[config.mk]
export PLATFORM = sky130hd
export DESIGN_NAME = float_to_double_flat
export DESIGN_NICKNAME = d
export VERILOG_FILES = /design/src/rtl/float_to_double_if.sv /design/src/rtl/float_to_double.sv /design/src/flat_wrapper.sv
export SDC_FILE = /design/constraint.sdc
export NUM_CORES = 1
export LEC_CHECK = 0
export CORE_ASPECT_RATIO = 0.9
export CORE_MARGIN = 4
export CORE_UTILIZATION = 41
export CTS_BUF_LIST = sky130_fd_sc_hd__clkbuf_4 sky130_fd_sc_hd__clkbuf_8 sky130_fd_sc_hd__clkbuf_16
export CTS_CLUSTER_DIAMETER = 200
export DETAILED_ROUTE_END_ITERATION = 10
export PLACE_DENSITY_LB_ADDON = 0.15
export SLEW_MARGIN = 20
export SYNTH_ARGS = -nofsm -noshare
export SYNTH_HDL_FRONTEND = slang
export SYNTH_SLANG_ARGS = --single-unit
[constraint.sdc]
create_clock -name clk -period 2.3 [get_ports clk]
set_input_delay 0.46 -clock clk [delete_from_list [all_inputs] [get_ports clk]]
set_output_delay 0.46 -clock clk [all_outputs]
set_load 0.01 [all_outputs]
[src/rtl/float_to_double_if.sv]
// Request/result bundle for the single-to-double widening converter.
interface float_to_double_if;
    logic        start;
    logic [31:0] float;
    logic [63:0] double;
    logic        done;
    logic        busy;
    logic        nan_exception;
    logic        subnormal_flag;

    modport master (output start, float,
                    input  double, done, busy, nan_exception, subnormal_flag);
    modport slave  (input  start, float,
                    output double, done, busy, nan_exception, subnormal_flag);
endinterface

[src/rtl/float_to_double.sv]
// IEEE 754 single -> double widening converter, start/done handshake.
// Define F2D_SUBNORMAL_EN for exact subnormal normalization; otherwise subnormals flush to zero.
module float_to_double (
    input  logic              clk,
    input  logic              reset,
    float_to_double_if.slave  bus
);
    localparam logic [1:0] IDLE  = 2'd0;
    localparam logic [1:0] CHECK = 2'd1;
`ifdef F2D_SUBNORMAL_EN
    localparam logic [1:0] NORM  = 2'd2;
`endif
    localparam logic [1:0] DONE  = 2'd3;

    logic [1:0]  state;
    logic [31:0] op;
    logic [63:0] dbl;
    logic        nan_q;
    logic        sub_q;
`ifdef F2D_SUBNORMAL_EN
    logic [23:0] m;
    logic [10:0] x;
`endif

    logic        s;
    logic [7:0]  e;
    logic [22:0] f;
    assign s = op[31];
    assign e = op[30:23];
    assign f = op[22:0];

    always_ff @(posedge clk or posedge reset) begin
        if (reset) begin
            state <= IDLE;
            op    <= '0;
            dbl   <= '0;
            nan_q <= 1'b0;
            sub_q <= 1'b0;
`ifdef F2D_SUBNORMAL_EN
            m     <= '0;
            x     <= '0;
`endif
        end else begin
            case (state)
                IDLE, DONE: begin
                    if (bus.start) begin
                        op    <= bus.float;
                        nan_q <= 1'b0;
                        sub_q <= 1'b0;
                        state <= CHECK;
                    end
                end
                CHECK: begin
                    state <= DONE;
                    if (e == 8'hFF) begin
                        if (f == 23'd0) begin
                            dbl <= {s, 11'h7FF, 52'd0};
                        end else begin
                            // Quieting sets the top fraction bit; the payload is kept.
                            dbl   <= {s, 11'h7FF, 1'b1, f[21:0], 29'd0};
                            nan_q <= ~f[22];
                        end
                    end else if (e == 8'h00) begin
                        if (f == 23'd0) begin
                            dbl <= {s, 63'd0};
                        end else begin
                            sub_q <= 1'b1;
`ifdef F2D_SUBNORMAL_EN
                            m     <= {1'b0, f};
                            x     <= 11'd897;
                            state <= NORM;
`else
                            dbl   <= {s, 63'd0};
`endif
                        end
                    end else begin
                        dbl <= {s, {3'd0, e} + 11'd896, f, 29'd0};
                    end
                end
`ifdef F2D_SUBNORMAL_EN
                NORM: begin
                    // One bit per cycle until the hidden bit reaches m[23].
                    if (m[23]) begin
                        dbl   <= {s, x, m[22:0], 29'd0};
                        state <= DONE;
                    end else begin
                        m <= {m[22:0], 1'b0};
                        x <= x - 11'd1;
                    end
                end
`endif
                default: state <= IDLE;
            endcase
        end
    end

    assign bus.double         = dbl;
    assign bus.done           = (state == DONE);
`ifdef F2D_SUBNORMAL_EN
    assign bus.busy           = (state == CHECK) || (state == NORM);
`else
    assign bus.busy           = (state == CHECK);
`endif
    assign bus.nan_exception  = nan_q;
    assign bus.subnormal_flag = sub_q;
endmodule

[src/flat_wrapper.sv]
// flat-port wrapper written by rule: the top's interface ports become plain ports
module float_to_double_flat 
  (clk, reset, bus_start, bus_float, bus_double, bus_done, bus_busy, bus_nan_exception, bus_subnormal_flag);
  float_to_double_if bus_i ();
  input  logic clk;
  input  logic reset;
  input wire logic [$bits(bus_i.start)-1:0] bus_start;
  input wire logic [$bits(bus_i.float)-1:0] bus_float;
  output wire logic [$bits(bus_i.double)-1:0] bus_double;
  output wire logic [$bits(bus_i.done)-1:0] bus_done;
  output wire logic [$bits(bus_i.busy)-1:0] bus_busy;
  output wire logic [$bits(bus_i.nan_exception)-1:0] bus_nan_exception;
  output wire logic [$bits(bus_i.subnormal_flag)-1:0] bus_subnormal_flag;
  assign bus_i.start = bus_start;
  assign bus_i.float = bus_float;
  assign bus_double = bus_i.double;
  assign bus_done = bus_i.done;
  assign bus_busy = bus_i.busy;
  assign bus_nan_exception = bus_i.nan_exception;
  assign bus_subnormal_flag = bus_i.subnormal_flag;
  float_to_double u_core (.clk(clk), .reset(reset), .bus(bus_i));
endmodule
; ---- Yosys cells after proc, flatten, opt, wreduce, memory -nomap -nowiden
; Index checks and enable logic that the tools add are counted.
[classes]
mux = 13
multipliers = 0
bitwise_logic = 1
n_addsub = 1
order_cmp = 0
div_mod_pow = 0
reduce_logical = 8
n_shift = 0
eq_ne = 8
[ops]
columns = cell, n
row1 = $mux W63, 2
row2 = $mux W52, 1
row3 = $logic_not A23 Y1, 1
row4 = $add A8 B10 Y11 const B, 1
row5 = $eq A8 B8 Y1 const B, 1
row6 = $logic_not A8 Y1, 1
row7 = $mux W1, 6
row8 = $ne A2 B2 Y1 const B, 3
row9 = $reduce_and A5 Y1, 1
row10 = $ne A2 B1 Y1 const B, 2
row11 = $pmux W1 S2, 2
row12 = $pmux W2 S2, 1
row13 = $reduce_and A4 Y1, 1
row14 = $eq A2 B1 Y1 const B, 1
row15 = $eq A2 B2 Y1 const B, 1
row16 = $logic_not A2 Y1, 1
row17 = $mux W2, 1
row18 = $reduce_and A2 Y1, 1
row19 = $reduce_bool A2 Y1, 1
row20 = $reduce_or A2 Y1, 1
row21 = $not A1 Y1, 1
[totals]
wordCells = 36
mem_bits_rw = 0
inputBits = 35
mem_count = 0
ff_bits = 100
mem_bits_ro = 0
latchBits = 0

; ---- Logic depth before layout (Yosys ltp)
; Gate-level depths: netlist (run 1).
[logic_depth]
depth_word = 5
depth_mapped = 6
depth_no_buf = 6

; ---- Worst setup path after synthesis (run 1)
; OpenSTA, ideal clock, no wires.
[synth_timing]
kind = register -> register
startpoint = register u_core.state[0]
endpoint = register u_core.op[10]
arrival_ns = 1.415
synth_period_minus_slack_ns = 1.540
stages_incl_launch_ff = 6
setup_slack_ns = 0.760
required_ns = 2.175
path_buffers = 1
path_cell_list = dfrtp_1 inv_1 ha_1 nand2_1 buf_2 mux2_2
[synth_between]
elab_chain_cells = 3
[synth_lines]
columns = element, line
row1 = start: declaration, float_to_double.sv:15  ; logic [1:0] state;
row2 = start signal: assignment, float_to_double.sv:34  ; state <= IDLE;
row3 = start signal: assignment, float_to_double.sv:50  ; state <= CHECK;
row4 = start signal: assignment, float_to_double.sv:54  ; state <= DONE;
row5 = $eq A2 B2 Y1 / $logic_not A2 Y1 (equally long branches), float_to_double.sv:44  ; case (state)
row6 = $reduce_or A2 Y1 (*), float_to_double.sv:44
row7 = $reduce_and A2 Y1 (no line) (*), n/a
row8 = end signal: assignment, float_to_double.sv:47  ; op <= bus.float;
row9 = end: declaration, float_to_double.sv:16  ; logic [31:0] op;
; Mark *: on every way between the ends. The rest lies on a longest branch, timed or not.
; A chain may end at the register's enable or synchronous reset.

; ---- Worst setup path in the final report (run 1)
[layout_timing]
startpoint = register u_core.state[1]
endpoint = output port bus_busy
[layout_between]
elab_chain_cells = 1
[layout_lines]
columns = element, line
row1 = $eq A2 B1 Y1, float_to_double.sv:102  ; assign bus.busy = (state == CHECK);
row2 = end: declaration, flat_wrapper.sv:11  ; output wire logic [$bits(bus_i.busy)-1:0] bus_busy;
; Every way passes these cells.

==> results.md, run 1 <==
- Starting DRC count in detailed routing: 53
- Max Cap Viol: 0
- Setup WS pre-CTS: between 400 and 500 ps
- DR WL/cell: around 14 µm
- Post-synth top flop: dfrtp_1
- Initial antenna violation count: 0
- Crit start category: flop
- Share of layout cells above drive strength 1: roughly a fifth
- Total area of sequential cells: roughly 1700 µm²
- Register area share after synthesis: a little under three fifths
- Slew @ Worst Pin: 622 ps
- Nets: 373
- Worst r2r src: u_core.state[1]
- Initial Util: a little over two fifths
- Maximum root-to-sink buffer count: 2
- Most frequent cell after synthesis: dfrtp_1
- Utilization after layout: a little under three fifths
- Unrepaired setup endpoints after global routing: false
- Synth warn: 0
- Area of the multi-input gates: ~1100 µm²
- Worst Clk Skew: between 6 and 7 ps
- Outcome: finished clean
- Via density per instance: between 4 and 5
- HPWL Detailed: between 4000 and 5000 µm
- Synthesized instance count: 262
- Fin Setup TNS: 0 ps
- Fin worst setup slack: ~320 ps
- Commonest cells in the netlist: 69 x dfrtp_1, 41 x mux2_2, 31 x buf_4, 27 x inv_1, 25 x nand2_1
- Synth top area cells: dfrtp_1 56%, mux2_2 15%, buf_4 7.5%
- Hold/Removal Path Class: flop to flop
- I/O Buffers: between 70 and 80
- Worst Hold Depth: 1
- FF-to-FF setup slack: about 540 ps
- Synth Register Bits: just under 70
- R2r worst-path depth: 6
- Clock Latency Late Sink: ~330 ps
- Site Rows: 29
- CTS H-tree depth: 3
- IO Count: between 100 and 150
- DRT antenna net count: 0
- Post-synth EDFFs: 0
- Placer congestion estimate: between 0.7 and 0.8
- Final Instance Count excl. Fillers: roughly 430
- Synth cell types: 31
- Die Span X: roughly 100 µm
- CORE AREA: 7180 µm²
- Fin. max-slew vios: 0
- Die area: ~9000 µm²
- Synth-to-layout area growth: 28.4%
- Cell area power density: 1330 nW/µm²
- Fill cells: approximately 660
- Final period demand of the worst path: between 1500 and 2000 ps
- Worst Hold Endpoint: u_core.op[31]
- Hold_sp: u_core.op[31]
- CTS buffer count: 9
- Post-Syn Area: approximately 3100 µm²
- Fin. Hold Viols: 0
- Resize count post-CTS: 0
- Max Clock Freq: just over 500 MHz
- Critical path class: flop to output pin
- Top cell type's share of synthesized area: a little under three fifths
- Area leader, netlist: dfrtp_1
- Number of global-route vias before repair: about 2000
- Drt pass-1 iters: 4
- Largest net degree at the start of global routing: 70
- Async SR Flop Fraction: 100%
- Leak: roughly 1.8 nW
- ANT cells: 0
- Reg clk slew, reported paths: approximately 70 ps
- Crit path capture type: output pin
- TritonCTS clock tree: yes
- Max-slew headroom: between 50% and 60%
- DRC errors left: 0
- Final period utilization: between 80% and 90%
- Clock sink count: a little under 70
- Worst vdd ir: just under 0.0007 V
- Final setup viols: 0
- Syn Area/Cell: between 10 and 15 µm²
- CTS Hold Bufs: 0
- CTS root buf: clkbuf_8
- Chip height: roughly 90 µm
- First-pass GRT wire length: just over 10000 µm
- GR Overflow Total: 0
- Cells after DPL: around 420
- Critical path data required time: between 1500 and 2000 ps
- Worst R2R End: u_core.bus.nan_exception
- CP Max Fanout: 3
- Setup bufs post-CTS: 0
- Total Routing Usage GR: between 10% and 20%
- Critical Path AT: roughly 1500 ps
- Via count: approximately 2000
- Wirelength, routed: between 6000 and 7000 µm
placed cells by master (no fill, tap or decap), drive strengths merged, types with 2 or more instances in the layout:
cell | netlist | routed
mux2 | 41 | 41
a21oi | 3 | 3
clkinv | 0 | 5
dfrtp | 69 | 69
buf | 37 | 4
nand2 | 25 | 25
conb | 1 | 29
nand4 | 3 | 3
clkbuf | 6 | 9
o22ai | 22 | 22
o21ai | 2 | 2
clkdlybuf4s50 | 0 | 73
inv | 27 | 27
nor2 | 4 | 4
ha | 3 | 3
or4 | 2 | 2
nor4 | 5 | 5
o211ai | 2 | 2
per-layer routing:
metal,up-vias,track usage (%),share of wire (%)
li1,974,-,-
met5,-,0,0
met4,0,3.41,0.96
met2,70,21.6,46
met1,956,19.0,46
met3,6,5.56,6.7
logic make-up after synthesis:
logic type	after synthesis	synth area share [%]
AO/OA/AOI/OAI	34	7.37
flip-flops	69	55.9
other	1	0.121
adder cells (fa/ha/maj)	3	1.22
AND/OR/NAND/NOR	44	7.53
buffers and inverters	70	12.9
multiplexers	41	14.9
stage by stage:
stage | instance area, µm² | power [W] | hold slack, ps
after floorplan | 3190 | 0.00348 | 474
after global placement | 3790 | 0.00436 | 483
after detailed placement | 3790 | 0.00441 | 490
after CTS | 3970 | 0.00535 | 507
after global routing | 3970 | 0.00567 | 534
final | 3970 | 0.00527 | 504
where the power goes:
| group | internal [W] | total, W | switching, W |
|---|---|---|---|
| Combinational | 0.00123 | 0.00213 | 0.000898 |
| Sequential | 0.00182 | 0.00223 | 0.000406 |
| Clock | 0.000485 | 0.000916 | 0.000431 |
| Total | 0.00353 | 0.00527 | 0.00174 |
state kept, by name, indices dropped and copies added (netlist names):
signal                     cells
u_core.bus.double             33
u_core.bus.nan_exception       1
u_core.op                     32
u_core.state                   2
u_core.bus.subnormal_flag      1
how the worst max path moves through the flow:
stage | startpoint | slack [ps] | endpoint | depth (start not counted)
final | u_core.state[1] | 320 | bus_busy | 3
after global routing | u_core.state[1] | 240 | bus_busy | 3
after CTS | u_core.state[1] | 290 | bus_busy | 3
after detailed placement | bus_start | 410 | u_core.bus.nan_exception | 5
after global placement | bus_start | 450 | u_core.bus.nan_exception | 5
after floorplan | reset | 100 | u_core.bus.double[29] | 1
layout make-up:
type	instances	area share (%)
flip-flops and latches	69	43.5
multi-input cells	151	27.0
repair buffers	77	19.5
clock buffers	9	3.12
well taps	93	2.93
inverters	27	2.55
clock inverters	6	1.39
critical path: stages, from the launching register on:
cell,delay (ps)
dfrtp_1,400
inv_1,90
ha_2,180
clkdlybuf4s50_1,530
No activity file was read; power rests on OpenSTA's default activity.
==> run 2, diff against run 1 <==
--- a/config.mk
+++ b/config.mk
@@ -12,6 +12,7 @@
 export CTS_CLUSTER_DIAMETER = 200
 export DETAILED_ROUTE_END_ITERATION = 10
 export PLACE_DENSITY_LB_ADDON = 0.15
+export REMOVE_ABC_BUFFERS = 1
 export SLEW_MARGIN = 20
 export SYNTH_ARGS = -nofsm -noshare
 export SYNTH_HDL_FRONTEND = slang
==> run 2 against run 1 <==
Against the previous run:
- power rose by 5.2%
- first-iteration DRC count grew 57%
- critical path depth unchanged
- fmax shrank 0.86%
- die area is the same
- clock power up 31%
- largest cell class unchanged
==> results.md, run 2 (synthesis gave the netlist of run 1 again) <==
- Clock sink count: 69 (unchanged)
- Max reg flops: 33 (unchanged)
- Final period utilization: 87.0% (+0.75 points)
- Cells after DPL: 419 (+0.48%)
- CP Max Fanout: 3 (unchanged)
- Crit start category: flop
- CTS buffer count: 9 (unchanged)
- Resize count post-CTS: 0 (unchanged)
- HPWL Detailed: 4240 µm (+2.5%)
- GR Overflow Total: 0 (unchanged)
- Starting DRC count in detailed routing: 83 (+57%)
- DR WL/cell: 13.6 µm (-2.9%)
- CP peak stage delay: 540 ps (about the same)
- Reg clk slew, reported paths: 70 ps (about the same)
- Final Instance Count excl. Fillers: 435 (+0.69%)
- Worst Clk Skew: 6.08 ps (-0.387 ps)
- Wirelength, routed: 5910 µm (-2.2%)
- Final instance area: 4050 µm² (+2.1%)
- Initial Util: 43.0% (unchanged)
- Max Cap Viol: 0 (unchanged)
- I/O Buffers: 73 (unchanged)
- Leak: 1.82 nW (+2.2%)
- CP Launch Point: u_core.state[1]
- First-pass GRT wire length: 10100 µm (-0.47%)
- Utilization after layout: 56.4% (+1.2 points)
- Share of layout cells above drive strength 1: 20.8% (+0.70 points)
- Total Routing Usage GR: 14.1% (-0.053 points)
- Chip height: 90.3 µm (unchanged)
- IO Count: 103 (unchanged)
- Crit path max-delay cell type: clkdlybuf4s50_1
- Final setup viols: 0 (unchanged)
- Slew @ Worst Pin: 600 ps (-21.9 ps)
- Site Rows: 29 (unchanged)
- Critical-path cell list: inv_1 -> ha_2 -> clkdlybuf4s50_1
- Setup bufs post-CTS: 0 (unchanged)
- Maximum root-to-sink buffer count: 2 (unchanged)
- Clock Latency Late Sink: 330 ps (about the same)
- DRT antenna net count: 0 (unchanged)
- DRC errors left: 0 (unchanged)
- Worst r2r src: u_core.op[24]
- CTS H-tree depth: 3 (unchanged)
- Max-slew headroom: 60.0% (+1.5 points)
- Synth-to-layout area growth: 31.1%
- Fin Setup TNS: 0 ps (unchanged)
- DP Area: 3800 µm² (+0.40%)
- Placer congestion estimate: 0.752 (+3.4%)
- Nets: 375 (+0.54%)
- Number of global-route vias before repair: 2003 (-0.50%)
- Worst vdd ir: 0.000580 V (-14%)
- Critical path data required time: 1840 ps (about the same)
- Max Clock Freq: 500 MHz (-0.86%)
- R2r worst-path depth: 4 (-2)
- Cell area power density: 1370 nW/µm² (+3.0%)
- Critical Path AT: 1540 ps (+20 ps)
- CTS Hold Bufs: 0 (unchanged)
- Initial antenna violation count: 0 (unchanged)
- Via density per instance: 4.65 (about the same)
- Die area: 8990 µm² (unchanged)
- Largest net degree at the start of global routing: 62 (-11%)
- Most frequent cells in the layout: 73 x clkdlybuf4s50_1, 69 x dfrtp_1, 41 x mux2_2, 29 x conb_1, 26 x inv_1
- FF-to-FF setup slack: 550 ps (about the same)
- Number of buffer and inverter stages on the critical path: 2 (unchanged)
- Unrepaired setup endpoints after global routing: false
- Crit path capture type: output pin
- Die Span X: 99.5 µm (unchanged)
- Outcome: finished clean
- Drt pass-1 iters: 4 (unchanged)
- Critical path class: flop to output pin
- Hold/Removal Path Class: input pin to async pin
- Largest delay contributor family on the critical path: buffers and inverters
- Final period demand of the worst path: 2000 ps (+17.3 ps)
- Fill cells: 671 (+1.2%)
- ANT cells: 0 (unchanged)
- Fin. Hold Viols: 0 (unchanged)
- Commonest non-fill, non-tap cell in the layout: clkdlybuf4s50_1
- Crit path depth: 3 (unchanged)
- CTS root buf: clkbuf_8
- CORE AREA: 7180 µm² (unchanged)
- TritonCTS clock tree: yes
- Via count: 2021 (+0.75%)
- Fin. max-slew vios: 0 (unchanged)
==> run 2: where the power goes <==
part,switching [W],internal (W)
sequential,0.000405,0.00182
combinational,0.000889,0.00123
clock,0.000423,0.000773
total,0.00172,0.00382
==> run 2: metrics by stage <==
stage          hold slack (ps)  setup slack (ps)  total power (W)
2_1_floorplan              474              38.4          0.00339
3_3_place_gp               483               465          0.00434
3_5_place_dp               493               432          0.00440
4_1_cts                    467               270          0.00563
5_1_grt                    495               231          0.00595
6_report                   474               299          0.00554
==> run 2: routing by layer <==
metal,vias to the layer above,global-route usage [%],routed length (µm)
li1,987,-,-
met1,963,18.7,2600
met2,67,21.0,2810
met3,4,6.02,467
met4,0,4.44,27
met5,-,0,0
==> run 2: worst paths after layout <==
check / endpoint
setup / recovery: bus_busy
hold / removal: u_core.bus.double[58]
setup reg to reg: u_core.bus.double[51]
hold reg to reg: u_core.bus.double[56]
max in group asynchronous: u_core.bus.double[39]
min in group clk: u_core.bus.double[56]
==> run 2: final cells by class <==
class	count	area (µm²)	area share, %
multi-input cells	151	1070	26.4
clock buffers	12	153	3.77
repair buffers	79	788	19.5
flip-flops and latches	69	1730	42.6
clock inverters	4	95.1	2.35
inverters	27	101	2.50
well taps	93	116	2.87
==> RTL change: new RTL, config.mk and constraints of run 2 <==
Add a define of `F2D_SUBNORMAL_EN`.
--- a/src/rtl/float_to_double.sv
+++ b/src/rtl/float_to_double.sv
@@ -1,4 +1,6 @@
 // IEEE 754 single -> double widening converter, start/done handshake.
 // Define F2D_SUBNORMAL_EN for exact subnormal normalization; otherwise subnormals flush to zero.
+`define F2D_SUBNORMAL_EN
+
 module float_to_double (
     input  logic              clk,
Behaviour: not the same (a bounded check fails within 4 cycles, from zero or initial values and one cycle with reset high).
==> RTL change against run 2 <==
- clock skew rose by 0.0027 ns
- cell count is 67% higher
- area after synthesis up 63%
- clock power rose by 33%
- hold slack worse by 0.075 ns
- design area is 55% higher
- non-clock buffer count grew 14
- setup slack got worse by 0.15 ns
- power down 36%
- critical path depth is 2 higher
- register-to-register slack worse by 0.40 ns
- routed wire length increased by 92%
- sequential cell count is 37 higher
- critical path type is now reg -> reg
==> RTL change: results (changes against run 2) <==
final_layout:
  largest_register_ffs: 35  # was 33
  final_cells: 728  # was 435
  fillers: 1134  # was 671
  multi_input_area_mm2: 0.002068  # was 0.001071 mm^2
cts:
  clk_latency_ns: 0.35  # was 0.33 ns
  clockRootBuffer: "clkbuf_16"  # was clkbuf_8
timing:
  fin_crit_ns: 2.153  # was 2.001 ns
  finClkSkew_ns: 0.008753  # was 0.006083 ns
  whs_ns: 0.3988  # was 0.4739 ns
route:
  met2WireLength_um: 5100  # was 2814 um
  drt_iter0_drc: 317  # was 83
  firstDrtPassIters: 5  # was 4
  met3_wirelength_um: 718  # was 467 um
place:
  dp_hpwl_um: 7795  # was 4245 um
  dpl_cell_area_mm2: 0.005961  # was 0.003804 mm^2
  dp_slack_ns: 0.07852  # was 0.4324 ns
  dpl.cell_count: 712  # was 419
synth:
  syn_avg_cell_area_um2: 10.27  # was 11.79 um^2
  synth_fa_ha_area_share_pct: 0.9926  # was 1.215%
  synthDistinctLibCells: 45  # was 31
  synth_compound_area_share_pct: 16.72  # was 7.371%
  synthTopCellsByCount: "106 x dfrtp_1, 52 x nand2_1, 35 x o21ai_0"  # was 69 x dfrtp_1, 41 x mux2_2, 31 x buf_4
grt:
  grt_use_total_pct: 16.49  # was 14.13%
  grt_pass1_vias: 3827  # was 2003
  grt_util_met3_pct: 4.059  # was 6.023%
  grt.met2_usage_pct: 25.65  # was 20.97%
critical_path:
  r2r_slack_ns: 0.15  # was 0.55 ns
  r2r_start: "u_core.op[27]$_DFFE_PP0P_"  # was u_core.op[24]$_DFFE_PP0P_
  crit_fanout: 16  # was 3
  reg2regPathDepth: 5  # was 4
  critPathCapture: "u_core.x[6]$_DFFE_PP0P_"  # was bus_busy
  crit_start: "u_core.op[27]$_DFFE_PP0P_"  # was u_core.state[1]$_DFFE_PP0P_
outcome:
  outcome: "complete, no violations"  # unchanged
power:
  p_leak_nw: 2.898  # was 1.821 nW
  peakVddDrop_v: 0.0003110  # was 0.0005796 V
[RTL change: cell count changes after synthesis, moves of 13 or more]
cell      delta
clkbuf_1    +18
nor2_1      +13
a22oi_1     +21
dfrtp_1     +37
nand2_1     +27
o22ai_1     -22
a21oi_1     +32
o21ai_0     +33
a221oi_1    +22
[RTL change: cell type report]
cell class	count	share of cell area, %
inverters	33	2.009
clock buffers	11	4.018
flip-flops and latches	106	42.17
repair buffers	93	14.78
clock inverters	5	0.9548
multi-input cells	320	32.88
well taps	160	3.183
[RTL change: worst max-delay path, stage by stage, from the launching register on]
cell,delay (ns)
dfrtp_1,0.42
nor4_2,0.39
nand2_1,0.15
a221o_4,0.54
or4_1,0.49
nand3_1,0.10
[RTL change: report_power, final]
group	internal [mW]	switching [mW]	total, mW
logic	0.0554	0.0674	0.123
clock network	0.907	0.678	1.59
registers	1.86	0	1.86
[RTL change: repair_timing]
action                                  4_1_cts  5_1_grt
gates resized for setup                       1        3
setup buffers                                 0        0
endpoints found under the setup margin        1       27
hold buffers                                  0        0
